File: src/rtl/sockit_spi_slv_if.sv
// sockit SPI slave queue interface.
// Output queue (to MISO) and input queue (from MOSI) handshakes.
interface sockit_spi_slv_if #(
    parameter int SDW = 8
);
    logic           quo_vld;
    logic [SDW-1:0] quo_dat;
    logic           quo_rdy;
    logic           qui_vld;
    logic [1:0]     qui_ctl;
    logic [SDW-1:0] qui_dat;
    logic           qui_rdy;

    modport slave (
        input  quo_vld,
        input  quo_dat,
        output quo_rdy,
        output qui_vld,
        output qui_ctl,
        output qui_dat,
        input  qui_rdy
    );

    modport master (
        output quo_vld,
        output quo_dat,
        input  quo_rdy,
        input  qui_vld,
        input  qui_ctl,
        input  qui_dat,
        output qui_rdy
    );
endinterface

File: src/rtl/sockit_spi_slv.sv
// sockit SPI slave: oversampled single-lane responder.
// MOSI words go to the input queue, output queue words go to MISO.
module sockit_spi_slv #(
    parameter int             SDW = 8,
    parameter int             SDL = 3,
    parameter int             SYN = 2,
    parameter logic [SDW-1:0] UNF = {SDW{1'b1}}
) (
    input  logic              clk,
    input  logic              rst,
    input  logic [31:0]       spi_cfg,
    sockit_spi_slv_if.slave   q,
    input  logic              spi_sclk_i,
    input  logic              spi_ss_i,
    input  logic [3:0]        spi_sio_i,
    output logic [3:0]        spi_sio_o,
    output logic [3:0]        spi_sio_e,
    output logic              err_ovf
);

    typedef enum logic {
        IDLE,
        ACTIVE
    } state_t;

    state_t state;
    state_t state_nxt;

    logic pha;
    logic pol;
    logic dir;

    logic [SYN-1:0] sclk_sy;
    logic [SYN-1:0] ss_sy;
    logic [SYN-1:0] mosi_sy;
    logic           sclk_d;
    logic           ss_d;
    logic           mosi;

    logic s_cur;
    logic s_prv;
    logic s_rise;
    logic s_fall;
    logic ss_rise;
    logic ss_fall;

    logic ld_start;
    logic smp;
    logic sft;
    logic drop;

    logic [SDW-1:0] tx_sr;
    logic [SDW-1:0] rx_sr;
    logic [SDW-1:0] rx_nxt;
    logic [SDL-1:0] bit_cnt;
    logic           first;
    logic           new_w;
    logic           unf_w;

    logic           wrap;
    logic           reload;
    logic           load;
    logic           pop;
    logic           push;

    logic           qui_vld_r;
    logic [1:0]     qui_ctl_r;
    logic [SDW-1:0] qui_dat_r;
    logic           miso;
    logic           sio_e1;

    logic unused;

    assign pha = spi_cfg[0];
    assign pol = spi_cfg[1];
    assign dir = spi_cfg[6];

    assign unused = ^{spi_cfg[31:7], spi_cfg[5:2],
                      spi_sio_i[3:1]};

    assign mosi = mosi_sy[SYN-1];

    // Normalized clock: rising is always the sample edge.
    assign s_cur   = sclk_sy[SYN-1] ^ pol ^ pha;
    assign s_prv   = sclk_d ^ pol ^ pha;
    assign s_rise  = s_cur & ~s_prv;
    assign s_fall  = ~s_cur & s_prv;
    assign ss_rise = ss_sy[SYN-1] & ~ss_d;
    assign ss_fall = ~ss_sy[SYN-1] & ss_d;

    always_ff @(posedge clk) begin
        if (rst) begin
            state <= IDLE;
        end else begin
            state <= state_nxt;
        end
    end

    always_comb begin
        state_nxt = state;
        case (state)
            IDLE:    if (ss_rise) state_nxt = ACTIVE;
            ACTIVE:  if (ss_fall) state_nxt = IDLE;
            default: state_nxt = IDLE;
        endcase
    end

    // SS fall wins over a serial clock edge seen on the same cycle.
    always_comb begin
        ld_start = 1'b0;
        smp      = 1'b0;
        sft      = 1'b0;
        drop     = 1'b0;
        if (!rst) begin
            case (state)
                IDLE: begin
                    ld_start = ss_rise;
                end
                ACTIVE: begin
                    drop = ss_fall;
                    smp  = s_rise & ~ss_fall;
                    sft  = s_fall & ~ss_fall;
                end
                default: ;
            endcase
        end
    end

    assign wrap   = smp && (bit_cnt == SDL'(SDW-1));
    assign reload = sft && !first && (bit_cnt == '0);
    assign load   = ld_start || reload;
    assign pop    = load && q.quo_vld;
    assign push   = wrap && (!qui_vld_r || q.qui_rdy);

    assign rx_nxt = dir ? {rx_sr[SDW-2:0], mosi}
                        : {mosi, rx_sr[SDW-1:1]};

    always_ff @(posedge clk) begin
        if (rst) begin
            sclk_sy   <= '0;
            ss_sy     <= '0;
            mosi_sy   <= '0;
            sclk_d    <= 1'b0;
            ss_d      <= 1'b0;
            tx_sr     <= '0;
            rx_sr     <= '0;
            bit_cnt   <= '0;
            first     <= 1'b0;
            new_w     <= 1'b0;
            unf_w     <= 1'b0;
            qui_vld_r <= 1'b0;
            qui_ctl_r <= '0;
            qui_dat_r <= '0;
            miso      <= 1'b0;
            sio_e1    <= 1'b0;
            err_ovf   <= 1'b0;
        end else begin
            sclk_sy <= {sclk_sy[SYN-2:0], spi_sclk_i};
            ss_sy   <= {ss_sy[SYN-2:0], spi_ss_i};
            mosi_sy <= {mosi_sy[SYN-2:0], spi_sio_i[0]};
            sclk_d  <= sclk_sy[SYN-1];
            ss_d    <= ss_sy[SYN-1];
            err_ovf <= wrap && !push;

            if (load) begin
                tx_sr <= q.quo_vld ? q.quo_dat : UNF;
                unf_w <= !q.quo_vld;
            end else if (sft && !first) begin
                tx_sr <= dir ? (tx_sr << 1) : (tx_sr >> 1);
            end

            if (ld_start) begin
                bit_cnt <= '0;
                new_w   <= 1'b1;
                first   <= pha;
            end else if (drop) begin
                bit_cnt <= '0;
            end else begin
                if (smp) begin
                    bit_cnt <= wrap ? '0 : bit_cnt + 1'b1;
                end
                if (sft && first) begin
                    first <= 1'b0;
                end
            end

            if (smp) begin
                rx_sr <= rx_nxt;
            end

            // A full holding register drops the word and keeps new.
            if (push) begin
                qui_dat_r <= rx_nxt;
                qui_ctl_r <= {new_w, unf_w};
                qui_vld_r <= 1'b1;
                new_w     <= 1'b0;
            end else if (qui_vld_r && q.qui_rdy) begin
                qui_vld_r <= 1'b0;
            end

            if (state == ACTIVE) begin
                miso <= dir ? tx_sr[SDW-1] : tx_sr[0];
            end else begin
                miso <= 1'b0;
            end
            sio_e1 <= (state_nxt == ACTIVE);
        end
    end

    assign q.quo_rdy = pop;
    assign q.qui_vld = qui_vld_r;
    assign q.qui_ctl = qui_ctl_r;
    assign q.qui_dat = qui_dat_r;

    assign spi_sio_o = {2'b00, miso, 1'b0};
    assign spi_sio_e = {2'b00, sio_e1, 1'b0};

endmodule

File: src/flat_wrapper.sv
// flat-port wrapper written by rule: the top's interface ports become plain ports
module sockit_spi_slv_flat 
#(
    parameter int             SDW = 8,
    parameter int             SDL = 3,
    parameter int             SYN = 2,
    parameter logic [SDW-1:0] UNF = {SDW{1'b1}}
)
  (clk, rst, spi_cfg, spi_sclk_i, spi_ss_i, spi_sio_i, spi_sio_o, spi_sio_e, err_ovf, q_quo_vld, q_quo_dat, q_quo_rdy, q_qui_vld, q_qui_ctl, q_qui_dat, q_qui_rdy);
  sockit_spi_slv_if #(.SDW(SDW)) q_i ();
  input  logic clk;
  input  logic rst;
  input  logic [31:0] spi_cfg;
  input  logic spi_sclk_i;
  input  logic spi_ss_i;
  input  logic [3:0] spi_sio_i;
  output logic [3:0] spi_sio_o;
  output logic [3:0] spi_sio_e;
  output logic err_ovf;
  input wire logic [$bits(q_i.quo_vld)-1:0] q_quo_vld;
  input wire logic [$bits(q_i.quo_dat)-1:0] q_quo_dat;
  output wire logic [$bits(q_i.quo_rdy)-1:0] q_quo_rdy;
  output wire logic [$bits(q_i.qui_vld)-1:0] q_qui_vld;
  output wire logic [$bits(q_i.qui_ctl)-1:0] q_qui_ctl;
  output wire logic [$bits(q_i.qui_dat)-1:0] q_qui_dat;
  input wire logic [$bits(q_i.qui_rdy)-1:0] q_qui_rdy;
  assign q_i.quo_vld = q_quo_vld;
  assign q_i.quo_dat = q_quo_dat;
  assign q_quo_rdy = q_i.quo_rdy;
  assign q_qui_vld = q_i.qui_vld;
  assign q_qui_ctl = q_i.qui_ctl;
  assign q_qui_dat = q_i.qui_dat;
  assign q_i.qui_rdy = q_qui_rdy;
  sockit_spi_slv #(.SDW(SDW), .SDL(SDL), .SYN(SYN), .UNF(UNF)) u_core (.clk(clk), .rst(rst), .spi_cfg(spi_cfg), .q(q_i), .spi_sclk_i(spi_sclk_i), .spi_ss_i(spi_ss_i), .spi_sio_i(spi_sio_i), .spi_sio_o(spi_sio_o), .spi_sio_e(spi_sio_e), .err_ovf(err_ovf));
endmodule
File: config.mk
export PLATFORM = sky130hd
export DESIGN_NAME = sockit_spi_slv_flat
export DESIGN_NICKNAME = d
export VERILOG_FILES = /design/src/rtl/sockit_spi_slv_if.sv /design/src/rtl/sockit_spi_slv.sv /design/src/flat_wrapper.sv
export SDC_FILE = /design/constraint.sdc
export NUM_CORES = 1
export LEC_CHECK = 0
export CORE_ASPECT_RATIO = 1.75
export CORE_MARGIN = 2
export CORE_UTILIZATION = 43
export CTS_BUF_LIST = sky130_fd_sc_hd__clkbuf_8
export DETAILED_ROUTE_END_ITERATION = 16
export PLACE_DENSITY_LB_ADDON = 0.25
export SYNTH_ARGS = -nofsm -noshare
export SYNTH_HDL_FRONTEND = slang
export SYNTH_SLANG_ARGS = --single-unit
File: constraint.sdc
create_clock -name clk -period 4.5 [get_ports clk]
set_clock_uncertainty 0.2 [all_clocks]
set_input_delay 0.9 -clock clk [delete_from_list [all_inputs] [get_ports clk]]
set_output_delay 0.9 -clock clk [all_outputs]
set_load 0.01 [all_outputs]
## Word level (Yosys, flattened, before mapping)

Index checks and enable logic that the tools add are counted.

- Register bits: 44

- Add/subtract/negate cells: 1
- Equality and inequality tests: 2
- Mux-type cells: 23
- Bitwise operators: 16
- Reductions and logical operators: 22

Operator list:

| cell | number |
|---|---|
| 8-bit two-way mux | 5 |
| 1-bit two-way mux | 16 |
| 1-bit logical AND | 8 |
| 1-bit bitwise AND | 6 |
| 1-bit inverter | 6 |
| 2-bit nonzero test | 3 |
| 1-bit zero test | 4 |
| 2-bit OR reduction | 2 |
| 1-bit bitwise XOR | 4 |
| 3-bit by 1-bit adder with 3-bit output, second input constant | 1 |
| 3-bit equality test, second input constant | 1 |
| 3-bit zero test | 1 |
| 3-bit two-way mux | 1 |
| 3-bit OR reduction | 1 |
| 1-bit logical OR | 2 |
| 2-bit by 1-bit != test with 1-bit output, second input constant | 1 |
| 1-bit case mux with 2 select lines | 1 |
| 2-bit AND reduction | 1 |

## Logic depth before layout (Yosys ltp)

- Depth after elaboration: 11
- Depth in mapped cells: 8

## Least setup slack after synthesis

No wires, ideal clock.

- Path kind: input to output
- Start point: input port rst
- End point: output port q_quo_rdy
- Arrival: 2.029 ns
- Required time: 3.400 ns
- Setup slack: 1.371 ns
- Stages on the path: 6
- Buffers on the path: 2
- Cell sequence: nand2b_4 > or2_2 > buf_6 > o31a_1 > buf_2 > nor2_1

- Word-level cells in the longest chain between the ends: 5
- Elaborated cells between the ends (all ways): 6
- Those cells by class: 2 x mux; 4 x reduce/logical

Ends and longest elaborated chain:

| element | line | source |
|---|---|---|
| from (decl) | flat_wrapper.sv:12 | `input logic rst;` |
| 1-bit two-way mux | sockit_spi_slv.sv:114 | `if (!rst) begin` |
| 1-bit logical AND (2 in series) | sockit_spi_slv.sv:130 | `assign reload = sft && !first && (bit_cnt == '0);` |
| 1-bit logical OR (*) | sockit_spi_slv.sv:131 | `assign load = ld_start \|\| reload;` |
| 1-bit logical AND (*) | sockit_spi_slv.sv:132 | `assign pop = load && q.quo_vld;` |
| to (decl) | flat_wrapper.sv:22 | `output wire logic [$bits(q_i.quo_rdy)-1:0] q_quo_rdy;` |

Mark *: on every way between the ends. The rest lies on a longest branch, timed or not.

## Worst setup path after layout

Same ends and word-level chain as after synthesis.

==> impl_metrics.toml <==
[synthesis]
synth-adder-area-share = 0.0187
yosysSeqAreaShare = 0.439
synth.area.mux_share = 0.100
yosys-top-cells-area = "dfxtp_1 (44%), mux2i_1 (9.5%), a211oi_1 (5.6%)"
syn_avg_cell_area_um2 = 9.20
syn_inst = 218
syn_area_um2 = 2010
netlist.area_leader.share = 0.439
synth_compound_area_frac = 0.187
synth_top_family_by_area = "compound AO/OA/AOI/OAI gates"
yosys.area_share.simple = 0.173
synth-edff-count = 0
synthXorXnorAreaFrac = 0.00811
ys_types = 35
yosys_warnings = 0
yosysTopAreaCell = "dfxtp_1"
ys_seq_elements = 44
synth_async_sr_flop_share = 0
synth_ff_type = "dfxtp_1"

[worst_hold_path]
worstHoldPathType = "flip-flop to flip-flop"
whs_path_depth = 1
min_from = "u_core.ss_sy[0]$_SDFF_PP0_"
hold_end = "u_core.ss_sy[1]$_SDFF_PP0_"

[placement]
gp_congestion = 0.766
dp_slack_ns = 0.340
port_buffers = 32
place.detailed.hpwl_um = 2780
dp.cells = 286

[pwr]
leakage_nw = 0.889
p_switching_mw = 0.170
vdd_drop_max_mv = 0.212
p_clk_frac = 0.413
p_seq_frac = 0.508
swShare = 0.213
power_per_cell_area_nw_per_um2 = 329
combPwrFrac = 0.080
intPower_mw = 0.625

[floorplan]
die_h_um = 94.3
start_util = 0.451
io_pins = 71
die_w_um = 55.6
num_rows = 32
dieArea_um2 = 5250
core_area_um2 = 4440

[sta]
tightest_slew_ns = 1.16
rsz0062_at_grt = "false"
hold_viol_final = 0
fin_crit_sh = 0.922
finalWorstSetupSlack_ns = 0.349
finalSetupViolCount = 0
hold_ws_ns = 0.241
setup_tns_ns = 0
max_freq_ghz = 0.241
drv_slew = 0
fin_crit_ns = 4.15
slew_headroom = 0.227

[route]
drtPass1Iterations = 4
ant_nets = 0
via_per_inst = 5.29
drt_wl_total_um = 3980
dr.first_iter.drc_count = 48
routedWlPerCell_um = 13.5
drc_errors = 0
vias = 1555

[worst_setup_path]
rr_endpoint = "u_core.rx_sr[5]$_SDFFE_PP0P_"
r2r_slack_ns = 2.04
endpoint_kind = "output pin"
crit_path_cell_trace = "clkdlybuf4s50_1 > buf_4 > nor2b_1 > nand2_1 > o31a_1 > nor2_1 > clkdlybuf4s50_1"
slowest_delay_ns = 0.49
r2r_cells = 5
cp-start-kind = "input port"
cp_max_fo = 39
worstSetupPathType = "input port to output pin"
cp_slowest_cell = "clkdlybuf4s50_1"
reg2reg_from = "u_core.sio_e1$_SDFF_PP0_"
worstPathRequired_ns = 3.40
crit_top_cell = "clkdlybuf4s50_1"
arrival_ns = 3.05

[cts]
htreeDepth = 2
ctsLongestPathBuffers = 2
cts.repair.resized = 0
cts_num_sinks = 44
cts_root_buffer = "clkbuf_8"
clk_pin_slew_worst_paths_ns = 0.08
clkLatencyLatePin_ns = 0.30
cts_hold_buf = 0
cts_setup_buffers = 0
cts_tree = "yes"
cts_buffers = 5

[final_layout]
drive_above_1_share = 0.0988
num_antenna_cells = 0
area_growth_pct = 20.3
instances_no_fill = 294
finalNetCount = 295
layout_common_cells = "dfxtp_1 (44), clkdlybuf4s50_1 (32), nor2_1 (25)"
final_common_cell = "dfxtp_1"

[global_route]
grt_pass1_wl_um = 6590
grt_pass1_vias = 1482
grtUsageTotal = 0.159
grt-ovfl-total = 0
grt_max_degree = 40
antenna_found_initial = 0

[job]
maxCapViolations = 0

[outcome]
status = "finished, final reports clean"
-- cells in the mapped netlist (2+ instances only) --
library cell,instances
buf_2,4
a31oi_1,2
nand2_1,19
nand2b_1,4
buf_6,2
mux2i_1,19
inv_1,3
nor3_1,2
a211oi_1,15
ha_1,3
a21oi_1,11
o31ai_1,7
nor2b_1,12
buf_4,8
a31o_2,6
dfxtp_1,44
nor2_1,25
a22oi_1,2
clkbuf_1,7
nand3b_1,2
o21ai_0,7
-- worst max-delay path, delay by kind of cell --
family / cells / cell delay [ns]
buffers and inverters: 3 / 1.33
AOI/OAI and AO/OA: 1 / 0.40
and+or+nand+nor: 3 / 0.41
-- power groups by stage --
stage                     clock, mW  combinational (mW)  sequential, mW
after global routing          0.350              0.0696           0.404
after CTS                     0.337              0.0637           0.403
after floorplan                   0              0.0449           0.411
after detailed placement          0              0.0633           0.412
final                         0.328              0.0634           0.403
after global placement            0              0.0632           0.412
-- sequential cells by signal, indices dropped and copies added (netlist names), 2 cells and up --
register,cells
u_core.q.qui_ctl,2
u_core.bit_cnt,3
u_core.rx_sr,8
u_core.mosi_sy,2
u_core.sclk_sy,2
u_core.ss_sy,2
u_core.tx_sr,8
u_core.q.qui_dat,8
-- logic make-up after synthesis --
kind of cell / after synthesis
and+or+nand+nor: 70
DFF: 44
buffers and inverters: 25
AOI/OAI and AO/OA: 54
adders and majority gates: 3
other: 1
muxes: 20
xor gates and xnor gates: 1
-- metal layers --
metal / vias up / track usage / share of wire
met5: - / 0 / 0
met4: 0 / 0.0915 / 0.020
met3: 6 / 0.0274 / 0.034
met2: 25 / 0.287 / 0.53
met1: 731 / 0.172 / 0.42
li1: 793 / - / -
-- through the flow --
| step | util | total power [mW] | cell area, µm² |
|---|---|---|---|
| floorplan | - | 0.455 | 2020 |
| global placement | 0.515 | 0.475 | 2290 |
| detailed placement | 0.515 | 0.476 | 2290 |
| CTS | 0.543 | 0.804 | 2410 |
| global route | 0.543 | 0.824 | 2410 |
| finish | 0.543 | 0.794 | 2410 |
-- worst max-delay path by stage --
stage | endpoint | from | depth (start not counted)
3_3_place_gp | q_quo_rdy | rst | 7
2_1_floorplan | q_quo_rdy | rst | 6
3_5_place_dp | q_quo_rdy | rst | 7
6_report | q_quo_rdy | rst | 7
5_1_grt | q_quo_rdy | rst | 7
4_1_cts | q_quo_rdy | rst | 7
-- cell type report --
class / instances / area [µm²]
Clock inverter: 1 / 30.0
Timing Repair Buffer: 33 / 328
Inverter: 4 / 15.0
Fill cell: 429 / 2030
Multi-Input combinational cell: 154 / 1000
Clock buffer: 7 / 96.3
Sequential cell: 44 / 881
Tap cell: 51 / 63.8
(Power assumes the default switching activity.)
